File: src/rtl/bcd_ser_if.sv
// Handshake bundle for bcd_digit_serializer: packed-BCD word in, one digit per beat out.
// master = word source / digit sink, slave = the serializer.
interface bcd_ser_if #(
    parameter int DIGITS = 11,
    parameter int OUT_W  = 8,
    parameter int CNT_W  = ($clog2(DIGITS + 1) > 1) ? $clog2(DIGITS + 1) : 1
);
    logic                  in_valid;
    logic                  in_ready;
    logic [4*DIGITS-1:0]   in_data;
    logic [CNT_W-1:0]      in_ndig;
    logic                  in_msb;
    logic                  out_valid;
    logic                  out_ready;
    logic [OUT_W-1:0]      out_digit;
    logic [CNT_W-1:0]      out_idx;
    logic                  out_last;
    logic                  out_err;
    logic                  word_err;
    logic                  busy;

    modport master (
        output in_valid, in_data, in_ndig, in_msb, out_ready,
        input  in_ready, out_valid, out_digit, out_idx, out_last, out_err, word_err, busy
    );

    modport slave (
        input  in_valid, in_data, in_ndig, in_msb, out_ready,
        output in_ready, out_valid, out_digit, out_idx, out_last, out_err, word_err, busy
    );
endinterface

File: src/rtl/bcd_digit_serializer.sv
// Packed-BCD word to digit-stream serializer with selectable order and per-word digit count.
// Optional macro BCD_SER_ASCII_EN: emit ASCII '0'..'9' ('?' for invalid nibbles) instead of binary.
module bcd_digit_serializer #(
    parameter int DIGITS = 11,
    parameter int OUT_W  = 8
) (
    input logic      clk,
    input logic      rst,
    bcd_ser_if.slave bus
);
    localparam int CNT_W = ($clog2(DIGITS + 1) > 1) ? $clog2(DIGITS + 1) : 1;

    typedef enum logic {IDLE, SHIFT} state_e;

    state_e                 state_q, state_d;
    logic [DIGITS-1:0][3:0] data_q, data_d;
    logic [CNT_W-1:0]       ndig_q, ndig_d;
    logic [CNT_W-1:0]       cnt_q, cnt_d;
    logic                   msb_q, msb_d;
    logic                   err_q, err_d;

    logic [CNT_W-1:0] ndig_in;
    logic [CNT_W-1:0] idx;
    logic [3:0]       nib;
    logic             nib_err;
    logic             last;
    logic             out_valid;
    logic             fire;
    logic             accept;
    logic [OUT_W-1:0] digit;

    assign ndig_in = (bus.in_ndig == '0 || bus.in_ndig > CNT_W'(DIGITS)) ? CNT_W'(DIGITS)
                                                                        : bus.in_ndig;
    // cnt_q counts beats already emitted; MSB-first mirrors it inside the active window
    assign idx     = msb_q ? (ndig_q - CNT_W'(1) - cnt_q) : cnt_q;
    assign nib     = data_q[idx];
    assign nib_err = nib > 4'd9;
    assign last    = (cnt_q == ndig_q - CNT_W'(1));

    assign out_valid = (state_q == SHIFT);
    assign fire      = out_valid && bus.out_ready;
    assign accept    = bus.in_valid && bus.in_ready;

`ifdef BCD_SER_ASCII_EN
    logic [7:0] asc;
    assign asc   = nib_err ? 8'h3F : (8'h30 + {4'h0, nib});
    assign digit = OUT_W'(asc);
`else
    assign digit = OUT_W'(nib);
`endif

    assign bus.in_ready  = !rst && ((state_q == IDLE) || (fire && last));
    assign bus.out_valid = out_valid;
    assign bus.out_digit = out_valid ? digit : '0;
    assign bus.out_idx   = out_valid ? idx : '0;
    assign bus.out_last  = out_valid && last;
    assign bus.out_err   = out_valid && nib_err;
    assign bus.word_err  = out_valid && last && (err_q || nib_err);
    assign bus.busy      = out_valid;

    always_comb begin
        state_d = state_q;
        data_d  = data_q;
        ndig_d  = ndig_q;
        cnt_d   = cnt_q;
        msb_d   = msb_q;
        err_d   = err_q;
        if (accept) begin
            // covers both IDLE loads and a reload on the last-beat edge
            state_d = SHIFT;
            data_d  = bus.in_data;
            ndig_d  = ndig_in;
            msb_d   = bus.in_msb;
            cnt_d   = '0;
            err_d   = 1'b0;
        end else if (fire) begin
            if (last) begin
                state_d = IDLE;
                cnt_d   = '0;
                err_d   = 1'b0;
            end else begin
                cnt_d = cnt_q + CNT_W'(1);
                err_d = err_q || nib_err;
            end
        end
    end

    always_ff @(posedge clk) begin
        if (rst) begin
            state_q <= IDLE;
            data_q  <= '0;
            ndig_q  <= '0;
            cnt_q   <= '0;
            msb_q   <= 1'b0;
            err_q   <= 1'b0;
        end else begin
            state_q <= state_d;
            data_q  <= data_d;
            ndig_q  <= ndig_d;
            cnt_q   <= cnt_d;
            msb_q   <= msb_d;
            err_q   <= err_d;
        end
    end
endmodule
File: src/flat_wrapper.sv
// flat-port wrapper written by rule: the top's interface ports become plain ports
module bcd_digit_serializer_flat 
#(
    parameter int DIGITS = 11,
    parameter int OUT_W  = 8
)
  (clk, rst, bus_in_valid, bus_in_data, bus_in_ndig, bus_in_msb, bus_out_ready, bus_in_ready, bus_out_valid, bus_out_digit, bus_out_idx, bus_out_last, bus_out_err, bus_word_err, bus_busy);
  bcd_ser_if #(.DIGITS(DIGITS), .OUT_W(OUT_W)) bus_i ();
  input logic clk;
  input logic rst;
  input wire logic [$bits(bus_i.in_valid)-1:0] bus_in_valid;
  input wire logic [$bits(bus_i.in_data)-1:0] bus_in_data;
  input wire logic [$bits(bus_i.in_ndig)-1:0] bus_in_ndig;
  input wire logic [$bits(bus_i.in_msb)-1:0] bus_in_msb;
  input wire logic [$bits(bus_i.out_ready)-1:0] bus_out_ready;
  output wire logic [$bits(bus_i.in_ready)-1:0] bus_in_ready;
  output wire logic [$bits(bus_i.out_valid)-1:0] bus_out_valid;
  output wire logic [$bits(bus_i.out_digit)-1:0] bus_out_digit;
  output wire logic [$bits(bus_i.out_idx)-1:0] bus_out_idx;
  output wire logic [$bits(bus_i.out_last)-1:0] bus_out_last;
  output wire logic [$bits(bus_i.out_err)-1:0] bus_out_err;
  output wire logic [$bits(bus_i.word_err)-1:0] bus_word_err;
  output wire logic [$bits(bus_i.busy)-1:0] bus_busy;
  assign bus_i.in_valid = bus_in_valid;
  assign bus_i.in_data = bus_in_data;
  assign bus_i.in_ndig = bus_in_ndig;
  assign bus_i.in_msb = bus_in_msb;
  assign bus_i.out_ready = bus_out_ready;
  assign bus_in_ready = bus_i.in_ready;
  assign bus_out_valid = bus_i.out_valid;
  assign bus_out_digit = bus_i.out_digit;
  assign bus_out_idx = bus_i.out_idx;
  assign bus_out_last = bus_i.out_last;
  assign bus_out_err = bus_i.out_err;
  assign bus_word_err = bus_i.word_err;
  assign bus_busy = bus_i.busy;
  bcd_digit_serializer #(.DIGITS(DIGITS), .OUT_W(OUT_W)) u_core (.clk(clk), .rst(rst), .bus(bus_i));
endmodule
File: config.mk
export PLATFORM = sky130hd
export DESIGN_NAME = bcd_digit_serializer_flat
export DESIGN_NICKNAME = d
export VERILOG_FILES = /design/src/rtl/bcd_ser_if.sv /design/src/rtl/bcd_digit_serializer.sv /design/src/flat_wrapper.sv
export SDC_FILE = /design/constraint.sdc
export NUM_CORES = 1
export LEC_CHECK = 0
export BUFFER_PORTS_ARGS = -buffer_cell sky130_fd_sc_hd__buf_2
export CORE_MARGIN = 1.5
export CORE_UTILIZATION = 48
export DETAILED_ROUTE_END_ITERATION = 12
export PLACE_DENSITY = 0.77
export REMOVE_ABC_BUFFERS = 1
export SLEW_MARGIN = 20
export SYNTH_ARGS = -nofsm -noshare
export SYNTH_HDL_FRONTEND = slang
export SYNTH_SLANG_ARGS = --single-unit
File: constraint.sdc
create_clock -name clk -period 3.25 [get_ports clk]
set_input_delay 0.65 -clock clk [delete_from_list [all_inputs] [get_ports clk]]
set_output_delay 0.65 -clock clk [all_outputs]
set_load 0.02 [all_outputs]
==> results of run 1 <==
synth_stat cells (2+ instances only):
| cell | count |
|---|---|
| sky130_fd_sc_hd__nand2b_1 | 3 |
| sky130_fd_sc_hd__buf_6 | 6 |
| sky130_fd_sc_hd__mux2i_1 | 10 |
| sky130_fd_sc_hd__nor3_1 | 5 |
| sky130_fd_sc_hd__mux4_2 | 2 |
| sky130_fd_sc_hd__xnor2_1 | 6 |
| sky130_fd_sc_hd__buf_4 | 6 |
| sky130_fd_sc_hd__o21ai_1 | 8 |
| sky130_fd_sc_hd__and3_1 | 14 |
| sky130_fd_sc_hd__nor2b_1 | 2 |
| sky130_fd_sc_hd__clkbuf_1 | 13 |
| sky130_fd_sc_hd__and2_4 | 2 |
| sky130_fd_sc_hd__inv_1 | 8 |
| sky130_fd_sc_hd__buf_2 | 2 |
| sky130_fd_sc_hd__a2111o_1 | 3 |
| sky130_fd_sc_hd__ha_1 | 5 |
| sky130_fd_sc_hd__o221a_2 | 3 |
| sky130_fd_sc_hd__dfxtp_1 | 55 |
| sky130_fd_sc_hd__and2_1 | 4 |
| sky130_fd_sc_hd__nand3_1 | 6 |
| sky130_fd_sc_hd__o21ai_0 | 46 |
| sky130_fd_sc_hd__nand2_1 | 100 |
| sky130_fd_sc_hd__a211oi_1 | 9 |
| sky130_fd_sc_hd__a21oi_1 | 9 |
| sky130_fd_sc_hd__nor2_1 | 8 |
repair_timing:
action                                  in CTS  in global routing
gates cloned                                 0                  1
resized for setup                           30                  8
hold buffers                                 0                  0
endpoints found under the setup margin       7                  7
pin swaps                                    8                  1
buffers inserted                             0                  2
worst max-delay path, stage by stage, from the launching register on:
cell and delay [ps]:
sky130_fd_sc_hd__dfxtp_2 350, sky130_fd_sc_hd__inv_2 50, sky130_fd_sc_hd__ha_4 270, sky130_fd_sc_hd__fa_2 450
sky130_fd_sc_hd__nand2_4 120, sky130_fd_sc_hd__buf_6 120, sky130_fd_sc_hd__and3_1 150, sky130_fd_sc_hd__a211oi_1 50
sky130_fd_sc_hd__a2111o_1 420, sky130_fd_sc_hd__mux2i_2 250, sky130_fd_sc_hd__and2_4 200, sky130_fd_sc_hd__nor2b_4 130
sky130_fd_sc_hd__buf_6 110
metrics by stage:
step           std cells  power (µW)  utilization (%)
6_report             499        1480             63.0
4_1_cts              496        1470             62.0
3_5_place_dp         488        1050             58.1
5_1_grt              499        1560             63.0
2_1_floorplan        333         935                -
3_3_place_gp         488        1040             58.1
sequential cells by signal, summed over array words and instances, names as in the netlist:
signal and cells:
u_core.data_q 44, u_core.cnt_q 4, u_core.ndig_q 4, u_core.bus.busy 1, u_core.err_q 1, u_core.msb_q 1
logic make-up after synthesis:
group	after synthesis	synth area share [%]
adders and majority gates	6	2.89
buffers and inverters	36	7.24
DFF	55	38.6
other	1	0.131
and+or+nand+nor	155	25.1
muxes	13	5.88
xor gates and xnor gates	7	2.15
AOI/OAI and AO/OA	85	18.0
layer usage:
layer / vias to the layer above / GRT usage [%] / wire (µm)
met4: 0 / 5.86 / 88
met1: 1185 / 28.4 / 3060
met3: 7 / 3.86 / 286
met2: 61 / 36.8 / 3170
met5: - / 0 / 0
li1: 1345 / - / -
power by group through the flow:
stage                     clock (µW)  sequential (µW)  combinational [µW]
after floorplan                    0              755                 180
final                            398              748                 335
after global placement             0              760                 278
after CTS                        410              747                 316
after global routing             435              754                 368
after detailed placement           0              761                 285
layout make-up:
class | instances | area (µm²) | share of cell area, %
multi-input combinational | 270 | 1660 | 47.0
tap | 72 | 90.1 | 2.55
inverter | 8 | 30.0 | 0.850
sequential | 55 | 1100 | 31.2
timing repair buffer | 86 | 548 | 15.5
clock buffer | 6 | 82.6 | 2.34
clock inverter | 2 | 16.3 | 0.461
final timing paths:
| check | slack [ps] | cells past startpoint | endpoint | start |
|---|---|---|---|---|
| setup / recovery | -380 | 12 | bus_out_err | u_core.ndig_q[0]$_SDFFE_PP0P_ |
| hold / removal | 460 | 2 | u_core.data_q[33]$_SDFFE_PP0P_ | u_core.data_q[33]$_SDFFE_PP0P_ |
| setup reg to reg | 460 | 12 | u_core.err_q$_SDFFE_PP0P_ | u_core.ndig_q[1]$_SDFFE_PP0P_ |
| hold reg to reg | 460 | 2 | u_core.data_q[33]$_SDFFE_PP0P_ | u_core.data_q[33]$_SDFFE_PP0P_ |
==> results.txt, run 1 <==
----------------------------------------------------
[Outcome]
  Violations in the final reports ... setup timing
  Status ... complete, but fails checks

[Pwr]
  Clock network power share ... between 20 and 30%
  Sequential group share of total power ... 50.5%
  Worst IR Drop VDD ... 0.188 mV
  Proportion of total power due to net switching ... 29.0%
  P per Cell Area ... between 400 and 500 mW/mm²
  P_sw ... 429 µW
  Static leakage power ... 0.00147 µW
  Internal Pwr Total ... 1050 µW
  Power share of the combinational group ... approximately 23%

[STA]
  Max-slew violation total from the final report ... 0
  Part of the cycle the worst path needs ... 112%
  Unrepaired setup endpoints after global routing ... true
  Worst hold-check slack ... 456 ps
  Maximum clock frequency ... ~280 MHz
  Remaining max-slew budget at the tightest pin ... 52.8%
  Count of final hold-check violations ... 0
  Clock tree skew after final layout ... 2.87 ps
  Worst Max-Slew Pin Slew ... 699 ps
  Sum of negative setup slack ... -1850 ps
  Final Setup Violations ... 6
  Final worst path period need ... 3630 ps
  Setup slack of the critical path after layout ... -380 ps

[Floorplan]
  Chip Height ... 80.1 µm
  Die Footprint ... about 0.0064 mm²
  Chip Width ... around 80 µm
  Starting density of the core ... 50.9%
  Number of placed I/O pins ... 71
  Core ar. ... 0.00561 mm²
  Number of standard-cell rows in the floorplan ... 27

[Clocking]
  CTS clk-pin slew, worst paths ... 100 ps
  CTS Buffer Depth ... 2
  Clock sink total ... 55
  Clock tree from TritonCTS ... yes
  Clk root buf ... sky130_fd_sc_hd__clkbuf_8
  Number of levels the H-tree was split into ... 2
  Clock buffer count from CTS ... 5
  Clock latency reported for the late side of the worst-skew pair ... 300 ps

[Global routing]
  Via count of the first global-routing pass ... approximately 2400
  Remaining global-route overflow ... 0
  Overall Global Routing Usage ... 21.7%
  Largest net degree at the start of global routing ... 50
  Antenna violations before repair ... 0
  Wire length of the first global-routing pass ... 11000 µm

[Synthesis]
  Sequential-to-total area share from yosys stat ... 38.6%
  Most frequently used flop master after synthesis ... sky130_fd_sc_hd__dfxtp_1
  Synth area leaders ... sky130_fd_sc_hd__dfxtp_1 39%, sky130_fd_sc_hd__nand2_1 13%, sky130_fd_sc_hd__o21ai_0 8.1%, sky130_fd_sc_hd__mux2i_1 3.5%, sky130_fd_sc_hd__and3_1 3.1%
  Proportion of netlist area held by the largest area contributor ... 38.6%
  Warnings, synthesis ... 0
  Cell area after synthesis ... 0.00285 mm²
  EDFF count, synth ... 0
  Number of distinct standard cells referenced by the synthesized netlist ... 48
  Mean cell area of the mapped netlist ... 7.97 µm²
  Share of synthesized registers carrying an async set or reset ... 0%
  Cell taking the most area after synthesis ... sky130_fd_sc_hd__dfxtp_1
  Synthesis-stage register bit count ... 55
  Gate count of the mapped netlist ... 358

[Setup path]
  Type of the setup path with the least slack ... reg -> out
  Launching element type of the critical path ... flop
  Critical path capture point type ... output port
  Arrival time reported for the critical path endpoint ... between 2000 and 3000 ps
  Crit-path max FO ... 5
  Data required, critical path ... 2600 ps

[Drt]
  Vias per cell ... roughly 5.2
  First-pass iteration count of the detailed router ... 4
  Routed vias ... about 2600
  Wirelength per Cell ... 13.2 µm
  Number of DRC markers in iteration 0 ... 183
  DRC violations left ... 0
  Final wirelength ... approximately 6600 µm
  Detail Route Antenna Nets ... 0

[Min path]
  Worst min path class ... reg -> reg

[Layout]
  Diodes inserted ... 0
  Final non-filler cell area ... 0.00353 mm²
  Area Overhead vs Synth ... 23.8%
  Count of filler cells inserted in the layout ... 513
  Share of cells above drive strength 1 ... between 30% and 40%
  # nets final ... a little under 500
  Most frequent cells in the layout ... 99 x sky130_fd_sc_hd__nand2_1, 61 x sky130_fd_sc_hd__buf_2, 53 x sky130_fd_sc_hd__dfxtp_1
  Most common cell after layout, fill and taps aside ... sky130_fd_sc_hd__nand2_1

[Run]
  Max Cap Viol ... 0

[Placement]
  Pre-CTS WS ... -275 ps
  Sum of net half-perimeters after detailed placement ... 4680 µm
  # port buffers ... 66
  Cell Area, Placed ... 0.00326 mm²
  Weighted congestion at the end of routability-driven global placement ... 0.848

----------------------------------------------------
No activity file was read; power rests on OpenSTA's default activity.
==> run 2, diff against run 1 <==
--- a/config.mk
+++ b/config.mk
@@ -6,6 +6,7 @@
 export NUM_CORES = 1
 export LEC_CHECK = 0
 export BUFFER_PORTS_ARGS = -buffer_cell sky130_fd_sc_hd__buf_2
+export CORE_ASPECT_RATIO = 0.7
 export CORE_MARGIN = 1.5
 export CORE_UTILIZATION = 48
 export DETAILED_ROUTE_END_ITERATION = 12
==> run 2 against run 1 <==
  * The run still ends with setup timing left
  * Power rose by 5.9%
  * Via count rose by 1.6%
  * Cell area rose by 2.6%
  * Maximum frequency rose by 0.29%
  * Register-to-register slack improved by 40 ps
  * Non-clock buffer count rose by 1
  * Critical endpoint unchanged
  * Highest routed layer unchanged
==> results.txt, run 2 (synthesis results as in run 1) <==
----------------------------------------------------
[Outcome]
  Status ... complete, but fails checks
  Violations in the final reports ... setup timing

[Drt]
  Final wirelength ... 7000 µm (+6.1%)
  Vias per cell ... 5.25 (+0.81%)
  Routed vias ... 2640 (+1.6%)
  First-pass iteration count of the detailed router ... 4 (unchanged)
  Wirelength per Cell ... 13.9 µm (+5.2%)
  Number of DRC markers in iteration 0 ... 139 (-24%)
  Detail Route Antenna Nets ... 0 (unchanged)
  DRC violations left ... 0 (unchanged)

[Placement]
  # port buffers ... 66 (unchanged)
  Weighted congestion at the end of routability-driven global placement ... 0.850 (+0.20%)
  Pre-CTS WS ... -326 ps (-51.3 ps)
  Sum of net half-perimeters after detailed placement ... 4930 µm (+5.4%)

[Floorplan]
  Chip Width ... 95.1 µm (+19%)
  Number of standard-cell rows in the floorplan ... 23 (-15%)
  Starting density of the core ... 49.8% (-1.1 points)
  Chip Height ... 67.5 µm (-16%)
  Number of placed I/O pins ... 71 (unchanged)
  Core ar. ... 0.00573 mm² (+2.1%)
  Die Footprint ... 0.00642 mm² (+0.12%)

[Setup path]
  Launching element type of the critical path ... flop
  Arrival time reported for the critical path endpoint ... 2970 ps (about the same)
  Crit-path max FO ... 5 (unchanged)
  Critical path capture point type ... output port
  Type of the setup path with the least slack ... reg -> out
  Data required, critical path ... 2600 ps (about the same)

[Global routing]
  Via count of the first global-routing pass ... 2321 (-5.1%)
  Remaining global-route overflow ... 0 (unchanged)
  Largest net degree at the start of global routing ... 66 (+32%)
  Overall Global Routing Usage ... 21.8% (+0.023 points)
  Antenna violations before repair ... 0 (unchanged)
  Wire length of the first global-routing pass ... 10800 µm (-1.9%)

[Pwr]
  P per Cell Area ... 433 mW/mm² (+3.2%)
  Total power consumption of the routed design ... 1570 µW (+5.9%)
  Worst IR Drop VDD ... 0.193 mV (+2.9%)
  Static leakage power ... 0.00152 µW (+2.9%)

[Clocking]
  Clock sink total ... 55 (unchanged)
  CTS clk-pin slew, worst paths ... 90 ps (about the same)
  Clock tree from TritonCTS ... yes
  Hold-fix buffers, CTS ... 0 (unchanged)
  CTS Buffer Depth ... 2 (unchanged)
  Number of levels the H-tree was split into ... 2 (unchanged)
  Clock latency reported for the late side of the worst-skew pair ... 310 ps (about the same)
  Clk root buf ... sky130_fd_sc_hd__clkbuf_8
  Clock buffer count from CTS ... 5 (unchanged)

[STA]
  Clock tree skew after final layout ... 4.43 ps (+1.57 ps)
  Part of the cycle the worst path needs ... 111% (-0.33 points)
  Maximum clock frequency ... 276 MHz (+0.29%)
  Worst Max-Slew Pin Slew ... 689 ps (-9.28 ps)
  Unrepaired setup endpoints after global routing ... true
  Count of final hold-check violations ... 0 (unchanged)
  Worst hold-check slack ... 455 ps (-0.877 ps)
  Setup slack of the critical path after layout ... -369 ps (+10.6 ps)
  Remaining max-slew budget at the tightest pin ... 53.5% (+0.63 points)
  Max-slew violation total from the final report ... 0 (unchanged)
  Final worst path period need ... 3620 ps (-10.6 ps)
  Final Setup Violations ... 6 (unchanged)

[Layout]
  Share of cells above drive strength 1 ... 31.8% (+1.6 points)
  Diodes inserted ... 0 (unchanged)
  Most common cell after layout, fill and taps aside ... sky130_fd_sc_hd__nand2_1
  Most frequent cells in the layout ... 98 x sky130_fd_sc_hd__nand2_1, 63 x sky130_fd_sc_hd__buf_2, 53 x sky130_fd_sc_hd__dfxtp_1
  Area Overhead vs Synth ... 27.1%
  # nets final ... 486 (+0.21%)
  Top reg by flops ... u_core.data_q
  Final core utilization ... 63.3% (+0.31 points)
  Top flop regs ... u_core.data_q (44), u_core.cnt_q (4), u_core.ndig_q (4)
  Max reg flops ... 44 (unchanged)

[Min path]
  Worst min path class ... reg -> reg

[Run]
  Max Cap Viol ... 0 (unchanged)

----------------------------------------------------
run 2: layout make-up:
type,count,area (µm²)
sequential,55,1100
tap,75,93.8
clock buffer,5,68.8
timing repair buffer,87,543
clock inverter,3,43.8
multi-input combinational,270,1740
inverter,8,30.0
fill,508,2100
run 2: layer usage:
metal,global-route usage (%),vias up,wire length [µm]
met5,0,-,0
met3,4.39,2,391
li1,-,1342,-
met2,34.5,70,3230
met1,30.6,1226,3370
met4,5.04,0,8
run 2: final timing paths:
kind / slack [ps] / depth (start not counted) / to / start
max reg2reg: 500 / 12 / u_core.data_q[18]$_SDFFE_PP0P_ / u_core.ndig_q[0]$_SDFFE_PP0P_
min: 460 / 2 / u_core.data_q[32]$_SDFFE_PP0P_ / u_core.data_q[32]$_SDFFE_PP0P_
min reg2reg: 460 / 2 / u_core.data_q[32]$_SDFFE_PP0P_ / u_core.data_q[32]$_SDFFE_PP0P_
max: -370 / 12 / bus_out_err / u_core.ndig_q[0]$_SDFFE_PP0P_
run 2: worst max-delay path: stages (launching register included):
cell and delay [ps]:
sky130_fd_sc_hd__dfxtp_2 350, sky130_fd_sc_hd__inv_2 50, sky130_fd_sc_hd__ha_4 270, sky130_fd_sc_hd__fa_2 450, sky130_fd_sc_hd__nand2_4 120, sky130_fd_sc_hd__buf_6 120, sky130_fd_sc_hd__and3_4 180, sky130_fd_sc_hd__a211oi_2 40
sky130_fd_sc_hd__a2111o_1 390, sky130_fd_sc_hd__mux2i_2 240, sky130_fd_sc_hd__and2_4 190, sky130_fd_sc_hd__nor2b_4 140, sky130_fd_sc_hd__buf_6 120
run 2: per-stage QoR:
step | std cells | setup TNS, ps | instance area [µm²]
after floorplan | 333 | -14800 | 2690
after CTS | 503 | -1670 | 3560
final | 503 | -1710 | 3620
after global placement | 491 | -685 | 3250
after detailed placement | 491 | -1290 | 3250
after global routing | 503 | -2400 | 3620
run 2: repair_timing:
item,in CTS,in global routing
pin swaps,11,3
endpoints found under the setup margin,7,7
gates cloned,1,0
resized for setup,36,11
hold endpoints to repair,0,0
setup buffers,3,0
run 2: where the power goes:
| group | total (µW) | switching [µW] | internal (µW) |
|---|---|---|---|
| clock | 456 | 227 | 230 |
| sequential | 748 | 30.1 | 718 |
| combinational | 364 | 190 | 174 |
==> run 3, diff against run 2 <==
--- a/config.mk
+++ b/config.mk
@@ -10,7 +10,7 @@
 export CORE_MARGIN = 1.5
 export CORE_UTILIZATION = 48
 export DETAILED_ROUTE_END_ITERATION = 12
-export PLACE_DENSITY = 0.77
+export PLACE_DENSITY = 0.82
 export REMOVE_ABC_BUFFERS = 1
 export SLEW_MARGIN = 20
 export SYNTH_ARGS = -nofsm -noshare
==> constraint.sdc (replaced) <==
create_clock -name clk -period 3.2 [get_ports clk]
set_input_delay 0.64 -clock clk [delete_from_list [all_inputs] [get_ports clk]]
set_output_delay 0.64 -clock clk [all_outputs]
set_load 0.02 [all_outputs]
==> run 3 against run 2 <==
  * The run still ends with setup timing left
  * Clock skew is 7.9 ps higher
  * Wire length is 2.1% higher
  * Critical path depth unchanged
  * Via count rose by 1.6%
  * Core utilization down 0.13 points
  * Largest cell class unchanged
  * Flip-flop and latch count is the same
  * Combinational power increased by 1%
  * Cell area decreased by 0.21%
  * Global-route usage grew 1.5 points
  * Critical endpoint is now bus_word_err
  * Power fell by 0.88%
  * Die area stayed put
==> results.txt, run 3 (synthesis results as in run 1) <==
----------------------------------------------------
[Global routing]
  Largest net degree at the start of global routing ... 60 (-9.1%)
  Overall Global Routing Usage ... 23.3% (+1.5 points)
  Via count of the first global-routing pass ... 2495 (+7.5%)
  Antenna violations before repair ... 0 (unchanged)
  Wire length of the first global-routing pass ... 11500 µm (+6.8%)
  Remaining global-route overflow ... 0 (unchanged)

[Setup path]
  Data required, critical path ... 2560 ps (-40 ps)
  Type of the setup path with the least slack ... reg -> out
  Slowest cell on crit path ... sky130_fd_sc_hd__fa_2
  Series of cell instances along the critical path ... buf_4 > ha_4 > fa_2 > nand2_4 > nand2_4 > a211oi_1 > a2111o_1 > mux2i_2 > buf_4 > nand2_2 > o21ai_1 > buf_4
  Kind of cell with the highest combined delay on the critical path ... adder cells
  Register-to-register path setup slack ... 410 ps (-90 ps)
  Crit-path max FO ... 12 (+7)
  Launching element type of the critical path ... flop
  Worst Path Buf+Inv ... 3 (unchanged)
  CP max stage delay ... 550 ps (+100 ps)
  Arrival time reported for the critical path endpoint ... 3000 ps (+30 ps)
  R2r worst-path depth ... 12 (unchanged)
  Most frequent cell on the critical path ... sky130_fd_sc_hd__buf_4
  Critical path capture point type ... output port
  Terminus of the critical flop-to-flop path ... u_core.ndig_q[2]$_SDFFE_PP0P_
  Origin of the critical flop-to-flop path ... u_core.ndig_q[1]$_SDFFE_PP0P_

[Placement]
  Cell Area, Placed ... 0.00328 mm² (+1.0%)
  Weighted congestion at the end of routability-driven global placement ... 0.880 (+3.6%)
  Cell count after placement ... 497 (+1.2%)
  Sum of net half-perimeters after detailed placement ... 5090 µm (+3.2%)
  # port buffers ... 66 (unchanged)

[Layout]
  Top flop regs ... u_core.data_q (44), u_core.cnt_q (4), u_core.ndig_q (4)
  Final core utilization ... 63.2% (-0.13 points)
  Max reg flops ... 44 (unchanged)
  Final Non-Filler Cells ... 507 (+0.80%)
  # nets final ... 490 (+0.82%)
  Diodes inserted ... 0 (unchanged)
  Area Overhead vs Synth ... 26.8%
  Most frequent cells in the layout ... 97 x sky130_fd_sc_hd__nand2_1, 60 x sky130_fd_sc_hd__buf_2, 53 x sky130_fd_sc_hd__dfxtp_1
  Top reg by flops ... u_core.data_q
  Final non-filler cell area ... 0.00362 mm² (-0.21%)
  Share of cells above drive strength 1 ... 31.9% (+0.17 points)
  Most common cell after layout, fill and taps aside ... sky130_fd_sc_hd__nand2_1

[STA]
  Final worst path period need ... 3640 ps
  Worst hold-check slack ... 462 ps (+7.02 ps)
  Maximum clock frequency ... about 270 MHz
  Worst Max-Slew Pin Slew ... 705 ps (+15.9 ps)
  Part of the cycle the worst path needs ... 114%
  Final Setup Violations ... 6 (unchanged)
  Setup slack of the critical path after layout ... -444 ps (-75.1 ps)
  Count of final hold-check violations ... 0 (unchanged)
  Remaining max-slew budget at the tightest pin ... 52.4% (-1.1 points)
  Clock tree skew after final layout ... 12.4 ps (+7.95 ps)
  Max-slew violation total from the final report ... 0 (unchanged)
  Unrepaired setup endpoints after global routing ... true

[Clocking]
  Clock sink total ... 55 (unchanged)
  Hold-fix buffers, CTS ... 0 (unchanged)
  CTS clk-pin slew, worst paths ... 110 ps (+20 ps)
  Clock latency reported for the late side of the worst-skew pair ... 320 ps (about the same)
  Number of levels the H-tree was split into ... 2 (unchanged)
  Clock buffer count from CTS ... 5 (unchanged)
  Clk root buf ... sky130_fd_sc_hd__clkbuf_8
  Clock tree from TritonCTS ... yes
  CTS Buffer Depth ... 2 (unchanged)

[Min path]
  Hold Startpoint ... u_core.data_q[12]$_SDFFE_PP0P_
  Worst min path class ... reg -> reg
  Worst hold path stage count ... 2 (unchanged)
  End of the worst hold path ... u_core.data_q[12]$_SDFFE_PP0P_

[Drt]
  Vias per cell ... 5.29 (+0.75%)
  Met3 wire length ... 433 µm (+11%)
  Number of DRC markers in iteration 0 ... 180 (+29%)
  First-pass iteration count of the detailed router ... 4 (unchanged)
  Met2 wire length ... 3260 µm (+0.96%)
  DRC violations left ... 0 (unchanged)
  Topmost layer with routed signal wires ... met4
  Detail Route Antenna Nets ... 0 (unchanged)
  Routed vias ... 2681 (+1.6%)
  Final wirelength ... 7150 µm (+2.1%)
  Routed length on met1 ... 3380 µm (+0.27%)
  Wirelength per Cell ... 14.1 µm (+1.3%)

[Pwr]
  Worst IR Drop VDD ... 0.212 mV (+10%)
  P per Cell Area ... 430 mW/mm² (-0.67%)
  Total power consumption of the routed design ... 1550 µW (-0.88%)
  Static leakage power ... 0.00153 µW (+0.85%)

[Outcome]
  Status ... complete, but fails checks
  Violations in the final reports ... setup timing

[Floorplan]
  Core ar. ... 0.00573 mm² (unchanged)
  Starting density of the core ... 49.8% (unchanged)
  Number of standard-cell rows in the floorplan ... 23 (unchanged)
  Chip Width ... 95.1 µm (unchanged)
  Chip Height ... 67.5 µm (unchanged)
  Number of placed I/O pins ... 71 (unchanged)
  Die Footprint ... 0.00642 mm² (unchanged)

[Run]
  Max Cap Viol ... 0 (unchanged)

----------------------------------------------------
[run 3: routing by layer]
layer	vias to the layer above	track usage (%)
met2	73	37.5
met5	-	0
met3	6	5.18
met1	1247	31.4
li1	1355	-
met4	0	6.90
[run 3: cell type report]
type / instances / area (µm²)
clock inverters: 2 / 17.5
inverters: 8 / 30.0
repair buffers: 91 / 567
multi-input cells: 270 / 1720
clock buffers: 6 / 82.6
flip-flops and latches: 55 / 1100
well taps: 75 / 93.8
fillers: 510 / 2110
[run 3: report_power, final]
group          total, µW  internal, µW  switching (µW)
clock                425           182             243
combinational        369           178             191
sequential           760           729            31.5
total               1550          1090             466
[run 3: worst max path at each step]
stage / startpoint / endpoint / cells after the start
floorplan: u_core.ndig_q[0]$_SDFFE_PP0P_ / u_core.ndig_q[1]$_SDFFE_PP0P_ / 10
global route: u_core.ndig_q[0]$_SDFFE_PP0P_ / bus_word_err / 13
finish: u_core.ndig_q[0]$_SDFFE_PP0P_ / bus_word_err / 12
detailed placement: u_core.ndig_q[0]$_SDFFE_PP0P_ / bus_word_err / 12
global placement: u_core.ndig_q[0]$_SDFFE_PP0P_ / bus_out_digit[2] / 11
CTS: u_core.ndig_q[1]$_SDFFE_PP0P_ / bus_word_err / 13
[run 3: per-stage QoR]
stage               setup TNS (ps)  worst slack (ps)
floorplan                   -17470              -579
global placement              -791              -219
detailed placement           -1400              -336
CTS                          -2360              -423
global route                 -2980              -535
finish                       -2270              -444
[run 3: what timing repair did]
action / 4_1_cts / 5_1_grt
gates resized for setup: 37 / 15
pin swaps: 10 / 6
setup buffers: 0 / 1
gates cloned: 1 / 0
setup endpoints to repair: 7 / 7
[run 3: tightest hold or removal path, cell delays in order (launching register included)]
cell,delay [ps]
sky130_fd_sc_hd__dfxtp_1,330
sky130_fd_sc_hd__nand2_1,50
sky130_fd_sc_hd__o21ai_0,50
